### config.mk
export PLATFORM = sky130hd
export DESIGN_NAME = circuit_sweep_flat
export DESIGN_NICKNAME = d
export VERILOG_FILES = /design/src/rtl/circuit_sweep_if.sv /design/src/rtl/circuit_sweep.sv /design/src/flat_wrapper.sv
export SDC_FILE = /design/constraint.sdc
export NUM_CORES = 1
export LEC_CHECK = 0
export ABC_AREA = 0
export CAP_MARGIN = 20
export CELL_PAD_IN_SITES_DETAIL_PLACEMENT = 1
export CELL_PAD_IN_SITES_GLOBAL_PLACEMENT = 1
export CORE_MARGIN = 1
export CORE_UTILIZATION = 35
export CTS_CLUSTER_SIZE = 14
export DETAILED_ROUTE_END_ITERATION = 8
export MAX_ROUTING_LAYER = met4
export PLACE_DENSITY_LB_ADDON = 0.1
export SLEW_MARGIN = 20
export SYNTH_ARGS = -nofsm -noshare
export SYNTH_HDL_FRONTEND = slang
export SYNTH_SLANG_ARGS = --single-unit
### constraint.sdc
create_clock -name clk -period 1.65 [get_ports clk]
set_input_delay 0.2475 -clock clk [delete_from_list [all_inputs] [get_ports clk]]
set_output_delay 0.2475 -clock clk [all_outputs]
set_load 0.01 [all_outputs]
### src/rtl/circuit_sweep_if.sv
// Stimulus/response bundle between the sweep controller and its requester.
// The requester (master) starts runs and returns the circuit response; the sweeper (slave) drives vectors.
interface circuit_sweep_if;
   logic       start;
   logic       mode;
   logic [4:0] seed;
   logic [4:0] vec_out;
   logic       vec_valid;
   logic [4:0] resp_in;
   logic       busy;
   logic       done;
   logic [5:0] count;
   logic [4:0] signature;

   modport master (
      output start, mode, seed, resp_in,
      input  vec_out, vec_valid, busy, done, count, signature
   );

   modport slave (
      input  start, mode, seed, resp_in,
      output vec_out, vec_valid, busy, done, count, signature
   );
endinterface

### src/rtl/circuit_sweep.sv
// Exhaustive/pseudo-random sweep of a 5-bit combinational circuit with MISR compaction of its
// responses, tolerating a fixed response latency of LAT cycles.
module circuit_sweep #(
   parameter int unsigned NUM_VEC = 32,
   parameter int unsigned LAT     = 0
) (
   input logic            clk,
   input logic            rst_n,
   circuit_sweep_if.slave bus
);

   typedef enum logic [1:0] {StIdle, StDrive, StDrain, StDone} state_e;

   localparam logic [4:0] LastCnt  = 5'(NUM_VEC - 1);
   localparam logic [4:0] LastLfsr = 5'd30;
   localparam logic [3:0] TapMask  = 4'((1 << (LAT + 1)) - 1);

   state_e     state_q;
   logic       mode_q;
   logic [4:0] vec_q;
   logic [4:0] idx_q;
   logic       valid_q;
   logic       busy_q;
   logic       done_q;
   logic [5:0] count_q;
   logic [4:0] sig_q;
   logic [2:0] pipe_q;

   logic [3:0] taps;
   logic       cmp_en;
   logic       pending;
   logic       last_vec;

   function automatic logic [4:0] misr_step(input logic [4:0] s, input logic [4:0] r);
      misr_step = {s[3], s[2], s[1] ^ s[4], s[0], s[4]} ^ r;
   endfunction

   // taps[i] is the valid flag of the vector issued i cycles ago.
   assign taps     = {pipe_q, valid_q};
   assign cmp_en   = taps[LAT[1:0]];
   assign pending  = |(taps & TapMask);
   assign last_vec = mode_q ? (idx_q == LastLfsr) : (idx_q == LastCnt);

   always_ff @(posedge clk or negedge rst_n) begin
      if (!rst_n) begin
         state_q <= StIdle;
         mode_q  <= 1'b0;
         vec_q   <= '0;
         idx_q   <= '0;
         valid_q <= 1'b0;
         busy_q  <= 1'b0;
         done_q  <= 1'b0;
         count_q <= '0;
         sig_q   <= '0;
         pipe_q  <= '0;
      end else begin
         pipe_q <= {pipe_q[1:0], valid_q};
         if (cmp_en) begin
            sig_q <= misr_step(sig_q, bus.resp_in);
            if (count_q != 6'd32) count_q <= count_q + 6'd1;
         end
         unique case (state_q)
            StIdle, StDone: begin
               if (bus.start) begin
                  state_q <= StDrive;
                  mode_q  <= bus.mode;
                  vec_q   <= bus.mode ? ((bus.seed == 5'd0) ? 5'd1 : bus.seed) : 5'd0;
                  idx_q   <= '0;
                  valid_q <= 1'b1;
                  busy_q  <= 1'b1;
                  done_q  <= 1'b0;
                  count_q <= '0;
                  sig_q   <= '0;
               end
            end
            StDrive: begin
               if (last_vec) begin
                  state_q <= StDrain;
                  valid_q <= 1'b0;
               end else begin
                  idx_q <= idx_q + 5'd1;
                  vec_q <= mode_q ? {vec_q[3:0], vec_q[4] ^ vec_q[2]} : vec_q + 5'd1;
               end
            end
            StDrain: begin
               // Leave once no issued vector is still waiting for its response.
               if (!pending) begin
                  state_q <= StDone;
                  busy_q  <= 1'b0;
                  done_q  <= 1'b1;
               end
            end
            default: state_q <= StIdle;
         endcase
      end
   end

   assign bus.vec_out   = vec_q;
   assign bus.vec_valid = valid_q;
   assign bus.busy      = busy_q;
   assign bus.done      = done_q;
   assign bus.count     = count_q;
   assign bus.signature = sig_q;

endmodule

### src/flat_wrapper.sv
// flat-port wrapper written by rule: the top's interface ports become plain ports
module circuit_sweep_flat 
#(
   parameter int unsigned NUM_VEC = 32,
   parameter int unsigned LAT     = 0
)
  (clk, rst_n, bus_start, bus_mode, bus_seed, bus_resp_in, bus_vec_out, bus_vec_valid, bus_busy, bus_done, bus_count, bus_signature);
  circuit_sweep_if bus_i ();
  input logic clk;
  input logic rst_n;
  input wire logic [$bits(bus_i.start)-1:0] bus_start;
  input wire logic [$bits(bus_i.mode)-1:0] bus_mode;
  input wire logic [$bits(bus_i.seed)-1:0] bus_seed;
  input wire logic [$bits(bus_i.resp_in)-1:0] bus_resp_in;
  output wire logic [$bits(bus_i.vec_out)-1:0] bus_vec_out;
  output wire logic [$bits(bus_i.vec_valid)-1:0] bus_vec_valid;
  output wire logic [$bits(bus_i.busy)-1:0] bus_busy;
  output wire logic [$bits(bus_i.done)-1:0] bus_done;
  output wire logic [$bits(bus_i.count)-1:0] bus_count;
  output wire logic [$bits(bus_i.signature)-1:0] bus_signature;
  assign bus_i.start = bus_start;
  assign bus_i.mode = bus_mode;
  assign bus_i.seed = bus_seed;
  assign bus_i.resp_in = bus_resp_in;
  assign bus_vec_out = bus_i.vec_out;
  assign bus_vec_valid = bus_i.vec_valid;
  assign bus_busy = bus_i.busy;
  assign bus_done = bus_i.done;
  assign bus_count = bus_i.count;
  assign bus_signature = bus_i.signature;
  circuit_sweep #(.NUM_VEC(NUM_VEC), .LAT(LAT)) u_core (.clk(clk), .rst_n(rst_n), .bus(bus_i));
endmodule
==> impl_metrics.toml <==
[sta]
worst_slack_ns = -0.0116
hold_slack_ns = 0.338
final_period_minus_worst_setup_slack_ns = 1.66
final-hold-violation-count = 0
tightest_slew_ns = 0.499
clock.fmax_mhz = 602
slew-limit-headroom_pct = 66.5
rsz_0062_raised_after_global_routing = "yes"
setup-violations-final = 2
layout_worst_path_cycle_share_pct = 101
worst_clock_skew_ns = 0.00235
slew_viol_final = 0

[final_layout]
final_antenna_diode_count = 0
final.fill_count = 506
layout-area-overhead-vs-synth_pct = 43.4
final_cells = 275
drive_above_1_share_pct = 23.3
num-nets-final = 245

[cts]
cts_max_path_buffers = 2
cts_htree_levels = 1
clock_latency_on_the_worst_skew_pair_ns = 0.28
cts_root_buffer = "clkbuf_8"
clk_sinks = 27
tritoncts_clock_tree = "yes"
numCtsBuffers = 3
worst_path_clk_slew_ns = 0.10

[floorplan]
core_area_sq_mm = 0.00441
initial_core_util_pct = 36.7
std_cell_rows = 24
io-pin-count = 33
die_w_um = 70.1
fp.dieArea_sq_mm = 0.00491
die_height_um = 70.1

[synth]
synth-compound-area-share_pct = 20.3
post_synth_most_frequent_cells = "27 x dfrtp_1, 15 x nand2_1, 13 x nor2_1"
yosysTopAreaCell = "dfrtp_1"
yosysTopAreaCellShare_pct = 41.7
synth_top_family_by_area = "compound AO/OA/AOI/OAI gates"
synth.ff_latch_count = 27
synth_nets = 192
synthArstFlopShare_pct = 100
synthesis.area_per_instance_sq_um = 9.48
post_synth_mux_area_share_pct = 4.48
post-synth-top-count-cell = "dfrtp_1"
top_area_cells_in_the_synthesized_netlist = "dfrtp_1 42%, ha_1 5.4%, xnor2_1 4.3%, nand2_1 3.5%, o21ai_0 3.4%"
synthCells = 171
yosys.cell_types.count = 39
synth.yosys.warnings = 0
synth_fa_ha_area_share_pct = 5.40
post_synthesis_cell_area_sq_mm = 0.00162
synth-xor-area-share_pct = 7.48
seq_area_frac_synth_pct = 41.7
synth_top_flop_cell = "dfrtp_1"
synth_enable_flop_cells = 0
post_synth_and_or_nand_nor_area_fraction_pct = 15.2

[global_routing]
globalRouteTotalUtil_pct = 20.5
grt_max_degree = 28
number_of_global_route_vias_before_repair = 1565
grt.overflow.total = 0
wire_length_of_the_first_global_routing_pass_um = 7820
antenna_found_initial = 0

[placement]
detailedPlacementHpwl_um = 3270
placedCellCount = 263
pre_cts_slack_ns = -0.233
gp_congestion = 0.811
place.port_buffers = 32

[routing]
detail_route.drc_violations = 0
antenna_left = 0
detail_route.iter0.violations = 51
drt_first_pass_iters = 4
wl_um = 4680
route.detailed.vias_per_inst = 5.50
vias_after_detailed_routing = 1513
wl_per_cell_um = 17.0

[worst_setup_path]
worstSetupPathType = "reg -> reg"
crit_required_ns = 1.82
cells_along_the_critical_path = "ha_4 > and2_4 > o32ai_4 > buf_6 > buf_6 > nand2_4 > o41ai_4"
cpLargestDelayFamily = "flip-flops"
setup.worst_path.start_class = "flip-flop"
timing.critical_path.slowest_stage_cell = "dfrtp_1"
worst-path-buf-inv = 2
most_common_cell_on_crit_path = "buf_6"
endpoint_kind = "flip-flop"
timing.critical_path.slowest_cell_delay_ns = 0.43
worst_ep_arrival_time_ns = 1.83
critical_path_peak_fanout = 7

[outcome]
run_status = "complete, but fails checks"
failed_checks = "setup timing"

[min_path]
hp-class = "in -> async"

[power]
powerDensity_mw_per_mm2 = 1880
vdd_ir_drop_max_v = 0.000913
p_leak_nw = 1.01

[flow_run]
maximum_capacitance_violations = 0
timing repair:
action                     CTS  global route
setup endpoints to repair   10            12
hold buffers                 0             0
buffers inserted             3             5
gates cloned                 0             0
resized for setup           14            12
pin swaps                    2             7
power by group:
group | internal, W | total [W] | switching [W]
combinational | 0.00143 | 0.00276 | 0.00133
clock | 0.000178 | 0.000408 | 0.000231
sequential | 0.000900 | 0.00121 | 0.000305
total | 0.00251 | 0.00438 | 0.00186
layer usage:
metal / vias up / wire length [um] / track usage [%]
li1: 720 / - / -
met1: 751 / 2040 / 25.8
met2: 32 / 2380 / 33.8
met3: 10 / 167 / 3.03
met4: 0 / 86 / 7.33
met5: - / 0 / -
logic make-up (layout without fill, tap and decap cells):
group,Yosys count,count (layout)
and+or+nand+nor,51,51
AOI/OAI and AO/OA,46,46
DFF,27,27
adders and majority gates,7,7
xor gates and xnor gates,13,13
buffers and inverters,20,72
muxes,7,7
through the flow:
step | instance area [sq um] | util [%] | power, W | TNS [ns]
finish | 2320 | 52.7 | 0.00438 | -0.0203
global route | 2320 | 52.7 | 0.00469 | -0.372
CTS | 2240 | 50.9 | 0.00417 | -0.0111
detailed placement | 2090 | 47.4 | 0.00343 | -0.965
global placement | 2090 | 47.4 | 0.00330 | -0.171
floorplan | 1620 | - | 0.00248 | 0
area by class of cell:
cell class	count	area (sq um)	area share, %
clock inverter	1	8.76	0.377
clock buffer	3	41.3	1.78
multi-input combinational	124	970	41.7
sequential	27	679	29.2
timing repair buffer	58	523	22.5
inverter	10	37.5	1.61
tap	52	65.1	2.80
registers in the layout, summed over array words and instances (netlist names):
register              count
u_core.bus.busy           1
u_core.bus.count          6
u_core.bus.done           1
u_core.bus.signature      5
u_core.bus.vec_out        5
u_core.bus.vec_valid      1
u_core.idx_q              5
u_core.mode_q             1
u_core.state_q            2
cells in the final DEF (no fill, tap or decap), types with 4 or more instances in the layout:
| master | instances |
|---|---|
| o21ai_0 | 11 |
| mux2i_1 | 5 |
| ha_1 | 5 |
| a21oi_1 | 8 |
| dfrtp_1 | 24 |
| nor2_1 | 12 |
| xor2_1 | 4 |
| nand4_1 | 6 |
| a211oi_1 | 6 |
| buf_4 | 24 |
| inv_1 | 7 |
| clkdlybuf4s50_1 | 32 |
| xnor2_1 | 8 |
| nand2_1 | 13 |
worst reg2reg max path, cell delays in order (launching register included):
cell	delay (ns)
dfrtp_1	0.43
ha_4	0.28
and2_4	0.18
o32ai_4	0.22
buf_6	0.20
buf_6	0.12
nand2_4	0.05
o41ai_4	0.06
final timing paths:
path / cells after the start / from / to / slack, ns
worst min register to register: 2 / u_core.bus.done / u_core.bus.done / 0.56
worst max-delay path: 7 / u_core.state_q[1] / u_core.bus.vec_out[3] / -0.01
min in group clk: 2 / u_core.bus.done / u_core.bus.done / 0.56
worst min-delay path: 2 / rst_n / u_core.bus.signature[2] / 0.34
worst max register to register: 7 / u_core.state_q[1] / u_core.bus.vec_out[3] / -0.01
max in group asynchronous: 2 / rst_n / u_core.bus.vec_out[3] / 1.02
Power figures use the tool's default switching activity.
